`src/rtl/fir_out_arbiter.sv`:
```
// fir_out_arbiter: merges NUM_CH first-word-fall-through FIR result FIFOs into
// one tagged output stream using a two-state pop/hold handshake. Each pick is
// round-robin, starting at the channel after the last one written.
// Optional macro FIR_ARB_STRICT_EN: only channel ptr is considered in S_IDLE,
// so the arbiter waits for it. This gives a strict lock-step interleave, for
// example L/R stereo pairing.
module fir_out_arbiter #(
    parameter int NUM_CH    = 2,
    parameter int DATA_SIZE = 32,
    parameter int CNT_SIZE  = 16,
    localparam int CH_W     = (NUM_CH > 1) ? $clog2(NUM_CH) : 1
) (
    input  logic                          clock,
    input  logic                          reset,
    input  logic [NUM_CH*DATA_SIZE-1:0]   x_in,
    input  logic [NUM_CH-1:0]             x_empty,
    output logic [NUM_CH-1:0]             x_rd_en,
    output logic [DATA_SIZE-1:0]          y_out,
    output logic [CH_W-1:0]               y_ch,
    input  logic                          y_out_full,
    output logic                          y_wr_en,
    output logic [NUM_CH*CNT_SIZE-1:0]    ch_count
);

    // One-hot encoding, so a corrupted state register is detectable.
    typedef enum logic [1:0] {
        S_IDLE = 2'b01,
        S_HOLD = 2'b10
    } state_t;

    state_t                 state_r;
    state_t                 state_nx_s;
    logic [CH_W-1:0]        ptr_r;
    logic [CH_W-1:0]        hold_ch_r;
    logic [DATA_SIZE-1:0]   hold_data_r;
    logic [CH_W:0]          pick_s;
    logic                   pick_vld_s;
    logic [CH_W-1:0]        pick_ch_s;
    logic [DATA_SIZE-1:0]   pick_data_s;
    logic [DATA_SIZE-1:0]   x_data_s [NUM_CH];
    logic [CNT_SIZE-1:0]    count_r  [NUM_CH];

    // Returns {valid, channel} for the channel to pop next.
    function automatic logic [CH_W:0] pick_channel(
        input logic [NUM_CH-1:0] empty,
        input logic [CH_W-1:0]   start
    );
        logic [CH_W:0] result;
`ifdef FIR_ARB_STRICT_EN
        if (!empty[start]) begin
            result = {1'b1, start};
        end else begin
            result = {(CH_W+1){1'b0}};
        end
`else
        int idx;
        result = {(CH_W+1){1'b0}};
        // Walk from the farthest offset down, so the closest non-empty channel wins.
        for (int k = NUM_CH - 1; k >= 0; k--) begin
            idx = int'(start) + k;
            if (idx >= NUM_CH) begin
                idx = idx - NUM_CH;
            end else begin
                idx = idx;
            end
            if (!empty[idx[CH_W-1:0]]) begin
                result = {1'b1, idx[CH_W-1:0]};
            end else begin
                result = result;
            end
        end
`endif
        return result;
    endfunction

    for (genvar g = 0; g < NUM_CH; g++) begin : g_ch
        assign x_data_s[g]                          = x_in[g*DATA_SIZE +: DATA_SIZE];
        assign ch_count[g*CNT_SIZE +: CNT_SIZE]     = count_r[g];
    end

    assign pick_s      = pick_channel(x_empty, ptr_r);
    assign pick_vld_s  = pick_s[CH_W];
    assign pick_ch_s   = pick_s[CH_W-1:0];
    assign pick_data_s = x_data_s[pick_ch_s];

    // Next-state and handshake outputs; pops and pushes are combinational.
    always_comb begin
        state_nx_s = state_r;
        x_rd_en    = {NUM_CH{1'b0}};
        y_out      = {DATA_SIZE{1'b0}};
        y_ch       = {CH_W{1'b0}};
        y_wr_en    = 1'b0;
        case (state_r)
            S_IDLE: begin
                if (pick_vld_s && !reset) begin
                    x_rd_en    = NUM_CH'(1'b1) << pick_ch_s;
                    state_nx_s = S_HOLD;
                end else begin
                    state_nx_s = S_IDLE;
                end
            end
            S_HOLD: begin
                y_out = hold_data_r;
                y_ch  = hold_ch_r;
                if (!y_out_full) begin
                    y_wr_en    = 1'b1;
                    state_nx_s = S_IDLE;
                end else begin
                    state_nx_s = S_HOLD;
                end
            end
            default: begin
                state_nx_s = S_IDLE;
            end
        endcase
    end

    // State, pointer, held sample and per-channel counters.
    always_ff @(posedge clock or posedge reset) begin
        if (reset) begin
            state_r     <= S_IDLE;
            ptr_r       <= {CH_W{1'b0}};
            hold_ch_r   <= {CH_W{1'b0}};
            hold_data_r <= {DATA_SIZE{1'b0}};
            for (int i = 0; i < NUM_CH; i++) begin
                count_r[i] <= {CNT_SIZE{1'b0}};
            end
        end else begin
            state_r <= state_nx_s;
            case (state_r)
                S_IDLE: begin
                    if (pick_vld_s) begin
                        hold_data_r <= pick_data_s;
                        hold_ch_r   <= pick_ch_s;
                    end
                end
                S_HOLD: begin
                    if (!y_out_full) begin
                        // Counters wrap freely; no saturation is wanted.
                        count_r[hold_ch_r] <= count_r[hold_ch_r] + CNT_SIZE'(1'b1);
                        if (hold_ch_r == CH_W'(NUM_CH - 1)) begin
                            ptr_r <= {CH_W{1'b0}};
                        end else begin
                            ptr_r <= hold_ch_r + CH_W'(1'b1);
                        end
                    end
                end
                default: begin
                    ptr_r <= {CH_W{1'b0}};
                end
            endcase
        end
    end

endmodule

```
`config.mk`:
```
export PLATFORM = sky130hd
export DESIGN_NAME = fir_out_arbiter
export DESIGN_NICKNAME = d
export VERILOG_FILES = /design/src/rtl/fir_out_arbiter.sv
export SDC_FILE = /design/constraint.sdc
export NUM_CORES = 1
export LEC_CHECK = 0
export ABC_CLOCK_PERIOD_IN_PS = 2500
export CORE_MARGIN = 4
export CORE_UTILIZATION = 35
export CTS_CLUSTER_SIZE = 20
export DETAILED_ROUTE_END_ITERATION = 8
export PLACE_DENSITY = 0.73
export SETUP_SLACK_MARGIN = 0.1
export SLEW_MARGIN = 0
export SYNTH_ARGS = -nofsm -noshare
export SYNTH_HDL_FRONTEND = slang
export SYNTH_SLANG_ARGS = --single-unit
```
`constraint.sdc`:
```
create_clock -name clock -period 2.5 [get_ports clock]
set_input_delay 0.25 -clock clock [delete_from_list [all_inputs] [get_ports clock]]
set_output_delay 0.25 -clock clock [all_outputs]
set_load 0.05 [all_outputs]
```
# [Word-level counts from Yosys, hierarchy flattened]
# Cells that the tools add are included.
[word_totals] reg_bits=68 out_inout_bits=68 in_bits=69 word_cells=61
[classes] shift=1 reduce_logical=6 bitwise_logic=4 eq_ne=3 mux=29 add_sub_neg=5 order_cmp=7
[op_table] op="$mux 32" count=4
[op_table] op="$mux 16" count=4
[op_table] op="$bwmux 32" count=1
[op_table] op="$add 16x1->16 const B" count=1
[op_table] op="$demux 16 s1" count=1
[op_table] op="$mux 2" count=6
[op_table] op="$mux 1" count=11
[op_table] op="$ge 2x2->1 const B" count=3
[op_table] op="$reduce_and 2->1" count=3
[op_table] op="$lt 1x2->1 const B" count=2
[op_table] op="$not 1->2" count=2
[op_table] op="$pmux 2 s2" count=1
[op_table] op="$add 1x1->2 const B" count=1
[op_table] op="$eq 2x1->1 const B" count=1
[op_table] op="$eq 2x2->1 const B" count=1
[op_table] op="$ge 1x2->1 const B" count=1
[op_table] op="$logic_and 1x1->1" count=2
[op_table] op="$lt 2x1->1 const B" count=1
[op_table] op="$ne 2x2->1 const B" count=1
[op_table] op="$not 1->1" count=2
[op_table] op="$pmux 1 s2" count=1
[op_table] op="$shl 1x1->2 const A" count=1
[op_table] op="$sub 1x1->1 const B" count=2
[op_table] op="$add 1x1->1 const B" count=1
[op_table] op="$logic_not 1->1" count=1

# [Logic depth before layout (Yosys ltp)]
# Gate-level depths: netlist of run 1.
[depth] word_depth=11 ltp_mapped=8 ltp_nobuf=7

# [Worst setup path after synthesis of run 1]
# OpenSTA, ideal clock, no wires.
[synth_timing] kind="input port to output port" start="in reset" end="out x_rd_en[0]" t_arrival_ns=2.356 cell_stages=2 path_buffers=0 required_time_ns=2.250 setup_slack_ns=-0.106 path_cell_list="inv_1 and3_1"
[synth_between] elab_chain_len=4
[synth_lines] item="start: declaration" line="14" text="input logic reset,"
[synth_lines] item="$logic_not 1->1 (no source line)"
[synth_lines] item="$logic_and 1x1->1" line="95" text="if (pick_vld_s && !reset) begin"
[synth_lines] item="$mux 2" line="95"
[synth_lines] item="$mux 2" line="93" text="case (state_r)"
[synth_lines] item="end: declaration" line="17" text="output logic [NUM_CH-1:0] x_rd_en,"
# No other way between the ends.

# [Final worst setup path of run 1]
[layout_timing] start="reg hold_ch_r" end="reg count_r (netlist bit ch_count[25])"
[layout_between] elab_chain_len=6 word_cells_on_any_way=11 classes_between="1 x add/sub; 2 x order compare; 6 x mux; 1 x bitwise; 1 x reduce/logical"
[layout_lines] item="start: declaration" line="34" text="logic [CH_W-1:0] hold_ch_r;"
[layout_lines] item="start signal: assignment" line="123" text="hold_ch_r <= {CH_W{1'b0}};"
[layout_lines] item="start signal: assignment" line="134" text="hold_ch_r <= pick_ch_s;"
[layout_lines] item="$not 1->2 (not written as such) (*)" line="140" text="count_r[hold_ch_r] <= count_r[hold_ch_r] + CNT_SIZE'(1'b1);"
[layout_lines] item="$mux 16 (not written as such), or another cell as far along" line="140"
[layout_lines] item="$mux 16 (not written as such) / $logic_and 1x1->1 (equally long branches)" line="140"
[layout_lines] item="$mux 16 (not written as such)" line="140"
[layout_lines] item="$add 16x1->16 / $demux 16 s1 (equally long branches)" line="140"
[layout_lines] item="$bwmux 32 (*)" line="140"
[layout_lines] item="end signal: indexed assignment" line="126" text="count_r[i] <= {CNT_SIZE{1'b0}};"
[layout_lines] item="end signal: indexed assignment" line="140"
[layout_lines] item="end: declaration" line="41" text="logic [CNT_SIZE-1:0] count_r [NUM_CH];"
# Mark *: on every way between the ends. The rest lies on a longest branch, timed or not. The select of a mux whose other input is x is not followed.
# A chain may end at the register's enable or synchronous reset.

==> results of run 1 <==
==> cell type report <==
class	instances	area (um2)	area share, %
clock buffer	11	151	2.78
clock inverter	2	12.5	0.229
inverter	8	33.8	0.620
multi-input combinational	237	1590	29.1
sequential	68	1700	31.2
tap	129	161	2.96
timing repair buffer	147	1800	33.1
==> metrics by stage <==
step / setup WS, ns / cells / hold slack, ns / area, um2 / power, W
after floorplan: 0.415 / 330 / 0.413 / 3380 / 0.00276
after detailed placement: 0.491 / 589 / 0.472 / 5290 / 0.00360
after global routing: 0.304 / 602 / 0.387 / 5450 / 0.00463
after global placement: 0.550 / 589 / 0.464 / 5290 / 0.00353
after CTS: 0.482 / 602 / 0.355 / 5450 / 0.00440
final: 0.441 / 602 / 0.353 / 5450 / 0.00436
==> where the power goes <==
part	total (W)	switching [W]	internal, W
clock network	0.000798	0.000402	0.000396
registers	0.00160	0.000186	0.00142
logic	0.00195	0.00111	0.000848
==> metal layers <==
metal  GRT usage (%)  vias up  part of all wire [%]
met5               0        -                     0
met1            19.9     1402                    39
met2            26.6      131                    46
met4            6.38        0                   1.4
li1                -     1409                     -
met3            8.93       10                    13
==> final timing paths <==
kind | from | endpoint | slack, ns | cells after the start
worst max-delay path | hold_ch_r | ch_count[25] | 0.44 | 6
worst min-delay path | reset | hold_data_r[20] | 0.35 | 3
worst max register to register | hold_ch_r | ch_count[25] | 0.44 | 6
worst min register to register | ch_count[15] | ch_count[15] | 0.47 | 1
max in group asynchronous | reset | state_r[0] | 1.38 | 4
min in group clock | ch_count[15] | ch_count[15] | 0.47 | 1
==> logic make-up after synthesis <==
logic type	after synthesis	synth area share, %
adders and majority gates	3	1.11
AOI/OAI and AO/OA	46	7.68
muxes	35	10.5
DFF	68	50.5
xor gates and xnor gates	30	7.79
buffers and inverters	25	3.19
and+or+nand+nor	123	19.3
==> sequential cells by signal, summed over array words and instances (netlist names) <==
| name | flops |
|---|---|
| ptr_r | 1 |
| hold_ch_r | 1 |
| hold_data_r | 32 |
| ch_count | 32 |
| state_r | 2 |
==> layout by cell type, fill, tap and decap left out, drive strengths merged, types with 4 or more instances in the layout <==
cell type,n
nor3,4
clkbuf,11
nand3,10
nand3b,5
nand4,9
buf,47
a21oi,35
xor2,5
dfrtp,67
mux2i,32
nand2,15
clkdlybuf4s50,100
and2,34
inv,7
xnor2,25
nor2,37
==> worst max-delay path: cells and delay by family (launching register included) <==
| family | cells | cell delay, ns |
|---|---|---|
| compound gates | 1 | 0.53 |
| buf+inv | 2 | 0.46 |
| flops | 1 | 0.50 |
| simple gates | 2 | 0.31 |
| xor+xnor | 1 | 0.15 |
==> impl_metrics.json, run 1 <==
{
  "wire_per_inst_um": 15.5,
  "clk_pin_slew_worst_paths_ns": 0.07,
  "n_fill_cell": 807,
  "die_h_um": 106,
  "p_leak_nw": 2.38,
  "ys_ff_latch": 68,
  "grt_pass1_vias": 3045,
  "ant_nets": 0,
  "numClockSinks": 68,
  "end_kind": "flip-flop",
  "rsz0062_at_grt": "no",
  "async_flop_share_pct": 100,
  "grt-ovfl-total": 0,
  "post-synth-top-count-cell": "dfrtp_1",
  "post-route-period-util_pct": 82.4,
  "root_buffer": "clkbuf_8",
  "crit_chain": "buf_4 -> nand3b_1 -> a222oi_1 -> buf_4 -> nand4_1 -> xnor2_1",
  "cp_slowest_cell": "a222oi_1",
  "finalSetupViolations": 0,
  "worst_slew_pin_slew_ns": 0.561,
  "fp.dieW_um": 106,
  "htree_num_levels": 3,
  "postLayoutCoreUtil_pct": 58.5,
  "area.growth.synth_to_final_pct": 61.6,
  "clk_latency_ns": 0.34,
  "syn_inst": 330,
  "cts_setup_buffers": 0,
  "layout-drive-gt1-share_pct": 14.4,
  "hpwlAfterDp_mm": 7.36,
  "start_util_pct": 36.2,
  "ir_drop_uv": 425,
  "yosysTopAreaCell": "dfrtp_1",
  "powerDensity_mw_per_mm2": 799,
  "gr-usage-all-layers_pct": 17.0,
  "crit_required_ns": 2.72,
  "synth_edf_count": 0,
  "grt_first_pass_wirelength_mm": 15.0,
  "numPortBuffers": 136,
  "synthTopCellsByArea": "dfrtp_1, mux2i_1, xnor2_1",
  "diodes": 0,
  "nets": 543,
  "syn_area_mm2": 0.00337,
  "core-area_mm2": 0.00933,
  "synth_top_cells_by_count": "dfrtp_1, nor2_1, a21oi_1",
  "cts-hold-fix-buffers": 0,
  "firstDrtPassIters": 5,
  "dieArea_mm2": 0.0113,
  "cap_violations": 0,
  "antenna_found_initial": 0,
  "cts_max_path_buffers": 2,
  "finalCriticalPeriod_ns": 2.06,
  "ys_seq_area_share_pct": 50.5,
  "ys_types": 33,
  "hp-class": "in2async",
  "io_pins": 137,
  "worst-setup-path-type": "reg2reg",
  "finalWirelength_mm": 9.36,
  "yosys.area.top_type_share_pct": 49.7,
  "path_common_cell": "buf_4",
  "drc": 0,
  "via_count": 2952,
  "synth-main-ff-cell": "dfrtp_1",
  "dr.first_iter.drc_count": 112,
  "max_freq_ghz": 0.486,
  "grt_max_degree": 39,
  "syn_area_per_cell_um2": 10.2,
  "arrival_ns": 2.28,
  "critPathMaxFanout": 11,
  "outcome": "finished clean",
  "drv_slew": 0,
  "slew_headroom_pct": 62.6,
  "tns_ns": 0,
  "rows": 35,
  "cts_buffers": 9,
  "postCtsResizedCells": 0,
  "gp_congestion": 0.885,
  "max_stage_delay_ns": 0.53,
  "startpoint_type": "flip-flop",
  "hold_viol_final": 0,
  "synth_fp_nets": 402,
  "clock_skew_ns": 0.00578,
  "yosysWarnings": 0,
  "tritoncts": "done",
  "vias_per_cell": 4.90
}
Power figures use the tool's default switching activity.
==> inputs of run 2 (changes only) <==
ABC_CLOCK_PERIOD_IN_PS = 2120   (was 2500)
clock period = 2.12 ns   (was 2.5 ns; I/O delays follow)
==> run 2 against run 1 <==
Sequential share of layout area is 0.73 points lower. Via count is 0.34% higher. Largest power group unchanged. Count of clock-buffer cells in the layout is 2 lower. Total power up 26%. Critical path depth decreased by 5.
==> impl_metrics.json, run 2 (synthesized netlist as in run 1, its figures left out) <==
{
  "tns_ns": 0,
  "hpwlAfterDp_mm": 7.35,
  "htree_num_levels": 3,
  "pwr-share-clk_pct": 23.5,
  "post-route-period-util_pct": 90.7,
  "wire_per_inst_um": 15.3,
  "core-area_mm2": 0.00933,
  "powerDensity_mw_per_mm2": 983,
  "vias_per_cell": 4.86,
  "grt_first_pass_wirelength_mm": 15.4,
  "grt-ovfl-total": 0,
  "n_fill_cell": 791,
  "finalCriticalPeriod_ns": 1.92,
  "netSwitchingPower_w": 0.00203,
  "ant_nets": 0,
  "gp_congestion": 0.844,
  "critPathMaxFanout": 7,
  "slew_headroom_pct": 63.8,
  "cp_slowest_cell": "clkdlybuf4s50_1",
  "finalSetupViolations": 0,
  "hp-class": "in2async",
  "start_util_pct": 36.2,
  "p_leak_nw": 2.44,
  "end_kind": "output port",
  "p_comb_share_pct": 42.1,
  "grt_max_degree": 39,
  "cts_max_path_buffers": 2,
  "grt_use_met1_pct": 20.5,
  "outcome": "finished clean",
  "startpoint_type": "flip-flop",
  "p_int_w": 0.00346,
  "pwr-share-seq_pct": 34.5,
  "drc": 0,
  "clk_latency_ns": 0.35,
  "gr-usage-all-layers_pct": 17.5,
  "grt.met2_usage_pct": 27.0,
  "dr.first_iter.drc_count": 92,
  "die_h_um": 106,
  "cts_buffers": 9,
  "tritoncts": "done",
  "arrival_ns": 1.71,
  "area.growth.synth_to_final_pct": 65.6,
  "place_ws_ns": 0.208,
  "mostFrequentLayoutCells": "clkdlybuf4s50_1, dfrtp_1, nor2_1, buf_12",
  "layout-drive-gt1-share_pct": 16.2,
  "max_freq_ghz": 0.520,
  "cap_violations": 0,
  "hold_viol_final": 0,
  "sw_frac_of_total_pct": 37.0,
  "finalWirelength_mm": 9.32,
  "fp.dieW_um": 106,
  "via_count": 2962,
  "numClockSinks": 68,
  "drv_slew": 0,
  "numPortBuffers": 136,
  "path_buf_inv": 1,
  "rsz0062_at_grt": "no",
  "cts-hold-fix-buffers": 0,
  "worst-setup-path-type": "reg2out",
  "use_met3_pct": 8.56,
  "grt.busiest_layer": "met2",
  "clock_skew_ns": 0.0137,
  "max_stage_delay_ns": 0.87,
  "worst_slew_pin_slew_ns": 0.543,
  "postLayoutCoreUtil_pct": 59.9,
  "diodes": 0,
  "firstDrtPassIters": 5,
  "nets": 548,
  "grt_pass1_vias": 3106,
  "root_buffer": "clkbuf_8",
  "antenna_found_initial": 0,
  "clk_pin_slew_worst_paths_ns": 0.08,
  "rows": 35,
  "crit_chain": "clkdlybuf4s50_1",
  "setup_ws_ns": 0.197,
  "crit_required_ns": 1.91,
  "dieArea_mm2": 0.0113,
  "cp_top_family": "buffers and inverters",
  "final_common_cell": "clkdlybuf4s50_1",
  "io_pins": 137,
  "ir_drop_uv": 486,
  "reg2reg_slack_ns": 0.23
}
-- run 2: cell count changes in the layout (fill, tap and decap cells not counted), sizes merged --
cell      change
buf           +5
clkbuf        -2
clkinvlp      +1
bufinv        +3
clkinv        +1
-- run 2: final timing paths --
path	startpoint	endpoint	depth (start not counted)
worst min-delay path	reset	hold_data_r[16]	3
worst max register to register	hold_ch_r	ch_count[28]	6
max in group asynchronous	reset	hold_ch_r	4
worst min register to register	ch_count[15]	ch_count[15]	1
min in group clock	x_in[47]	hold_data_r[15]	3
worst max-delay path	ch_count[5]	ch_count[5]	1
-- run 2: power by group through the flow --
stage	clock (W)	combinational, W	sequential, W
finish	0.00129	0.00231	0.00189
global route	0.00138	0.00251	0.00196
CTS	0.00131	0.00234	0.00190
detailed placement	0	0.00233	0.00192
global placement	0	0.00229	0.00190
floorplan	0	0.00130	0.00196
-- run 2: routing by layer --
layer  vias to the layer above  routed length, um
met3                        18               1250
li1                       1426                  -
met5                         -                  0
met4                         0                193
met1                      1377               3700
met2                       141               4180
-- run 2: layout make-up --
cell class | instances | area, um2 | area share (%)
Multi-Input combinational cell | 237 | 1590 | 28.5
Sequential cell | 68 | 1700 | 30.5
Clock buffer | 9 | 124 | 2.22
Clock inverter | 7 | 115 | 2.06
Tap cell | 129 | 161 | 2.89
Inverter | 8 | 33.8 | 0.605
Timing Repair Buffer | 152 | 1860 | 33.3
-- run 2: repair_timing --
item / CTS / global route
setup endpoints to repair: 0 / 25
resized for setup: 0 / 2
buffers inserted: 0 / 0
-- run 2: stage by stage --
step | hold WS, ns | total power (W) | area [um2] | cells
5_1_grt | 0.379 | 0.00585 | 5590 | 610
6_report | 0.320 | 0.00549 | 5590 | 610
3_5_place_dp | 0.474 | 0.00425 | 5340 | 594
3_3_place_gp | 0.471 | 0.00419 | 5340 | 594
2_1_floorplan | 0.375 | 0.00326 | 3380 | 330
4_1_cts | 0.324 | 0.00555 | 5580 | 610
==> inputs of run 3 (changes only) <==
PLACE_DENSITY = 0.67   (was 0.73)
==> run 3 against run 2 <==
Sequential cell count did not move. Register-to-register slack improved by 0.02 ns. Wire length down 1.7%. Global-route usage shrank 0.54 points. Worst setup slack worse by 0.053 ns. Final area down 0.63%. Combinational power barely moved. Critical path type unchanged. Largest cell class unchanged.
==> impl_metrics.json, run 3 (synthesized netlist as in run 1, its figures left out) <==
{
  "outcome": "finished clean",
  "sw_frac_of_total_pct": 36.6,
  "die_h_um": 106,
  "nets": 545,
  "end_kind": "output port",
  "clk_pin_slew_worst_paths_ns": 0.08,
  "cts_setup_buffers": 0,
  "final_common_cell": "clkdlybuf4s50_1",
  "postLayoutCoreUtil_pct": 59.5,
  "postCtsResizedCells": 0,
  "layout-drive-gt1-share_pct": 15.1,
  "via_count": 2916,
  "rows": 35,
  "grt_pass1_vias": 2976,
  "antenna_found_initial": 0,
  "tns_ns": 0,
  "rsz0062_at_grt": "yes",
  "io_pins": 137,
  "pwr-share-clk_pct": 23.2,
  "core-area_mm2": 0.00933,
  "total_power_w": 0.00547,
  "powerDensity_mw_per_mm2": 986,
  "worst_slew_pin_slew_ns": 0.516,
  "cts_max_path_buffers": 2,
  "max_freq_ghz": 0.506,
  "critPathMaxFanout": 6,
  "numClockSinks": 68,
  "clk_latency_ns": 0.33,
  "grt_max_degree": 67,
  "max_stage_delay_ns": 0.53,
  "vias_per_cell": 4.80,
  "pwr-share-seq_pct": 34.0,
  "root_buffer": "clkbuf_8",
  "area.growth.synth_to_final_pct": 64.6,
  "dpl_cell_area_mm2": 0.00532,
  "path_common_cell": "inv_1",
  "design_area_mm2": 0.00555,
  "hp-class": "in2async",
  "clock_skew_ns": 0.0119,
  "diodes": 0,
  "startpoint_type": "flip-flop",
  "crit_required_ns": 1.91,
  "dr.first_iter.drc_count": 110,
  "hold_ws_ns": 0.435,
  "ir_drop_uv": 527,
  "ant_nets": 0,
  "worst-setup-path-type": "reg2out",
  "cts_buffers": 9,
  "drv_slew": 0,
  "crit_chain": "inv_1 -> ha_1 -> nand2b_1 -> inv_1 -> buf_4 -> buf_12",
  "cts-hold-fix-buffers": 0,
  "slew_headroom_pct": 65.5,
  "fp.dieW_um": 106,
  "drc": 0,
  "hpwlAfterDp_mm": 7.02,
  "wire_per_inst_um": 15.1,
  "p_leak_nw": 2.43,
  "arrival_ns": 1.76,
  "hold_viol_final": 0,
  "gr-usage-all-layers_pct": 16.9,
  "finalWirelength_mm": 9.16,
  "multi_input_area_mm2": 0.00159,
  "p_int_w": 0.00347,
  "cp_slowest_cell": "dfstp_2",
  "gp_congestion": 0.865,
  "netSwitchingPower_w": 0.00200,
  "p_comb_share_pct": 42.7,
  "tritoncts": "done",
  "finalCriticalPeriod_ns": 1.98,
  "htree_num_levels": 3,
  "firstDrtPassIters": 4,
  "grt-ovfl-total": 0,
  "start_util_pct": 36.2,
  "numPortBuffers": 136,
  "grt_first_pass_wirelength_mm": 15.0,
  "n_fill_cell": 817,
  "cap_violations": 0,
  "dieArea_mm2": 0.0113,
  "finalSetupViolations": 0,
  "post-route-period-util_pct": 93.2,
  "seq_area_mm2": 0.00170,
  "mostFrequentLayoutCells": "clkdlybuf4s50_1, dfrtp_1, nor2_1, buf_12"
}
[run 3: path summary, 6_finish.rpt]
| kind | slack [ns] | end | start | cells after the start |
|---|---|---|---|---|
| worst max-delay path | 0.14 | y_wr_en | state_r[0] | 6 |
| worst min-delay path | 0.43 | hold_data_r[15] | reset | 3 |
| worst max register to register | 0.25 | ch_count[25] | hold_ch_r | 6 |
| worst min register to register | 0.48 | ch_count[31] | ch_count[31] | 1 |
| max in group asynchronous | 1.29 | state_r[0] | reset | 3 |
| min in group clock | 0.48 | ch_count[31] | ch_count[31] | 1 |
[run 3: layout make-up]
cell class | instances | area share (%)
Clock buffer | 11 | 2.37
Sequential cell | 68 | 30.7
Inverter | 8 | 0.608
Timing Repair Buffer | 149 | 33.0
Multi-Input combinational cell | 237 | 28.7
Tap cell | 129 | 2.91
Clock inverter | 5 | 1.80
[run 3: through the flow]
stage                     setup WS (ns)  cells
after floorplan                   0.118    330
after global placement            0.403    591
after detailed placement          0.317    591
after CTS                         0.123    607
after global routing             0.0415    607
final                             0.144    607
[run 3: critical path, delay by kind of cell, from the launching register on]
kind,cells,cell delay (ns)
DFF,1,0.53
and+or+nand+nor,1,0.19
adders and majority gates,1,0.20
buffers and inverters,4,0.51
[run 3: power by group through the flow]
stage               registers [W]  logic, W  clock network, W
floorplan                 0.00196   0.00130                 0
global placement          0.00188   0.00232                 0
detailed placement        0.00189   0.00236                 0
CTS                       0.00187   0.00236           0.00130
global route              0.00192   0.00254           0.00136
finish                    0.00186   0.00234           0.00127
[run 3: layer usage]
| metal | GRT usage [%] | vias up | wire length (um) |
|---|---|---|---|
| met4 | 6.20 | 0 | 123 |
| met5 | 0 | - | 0 |
| met3 | 8.38 | 11 | 1290 |
| met2 | 24.5 | 141 | 3970 |
| li1 | - | 1426 | - |
| met1 | 21.8 | 1338 | 3770 |
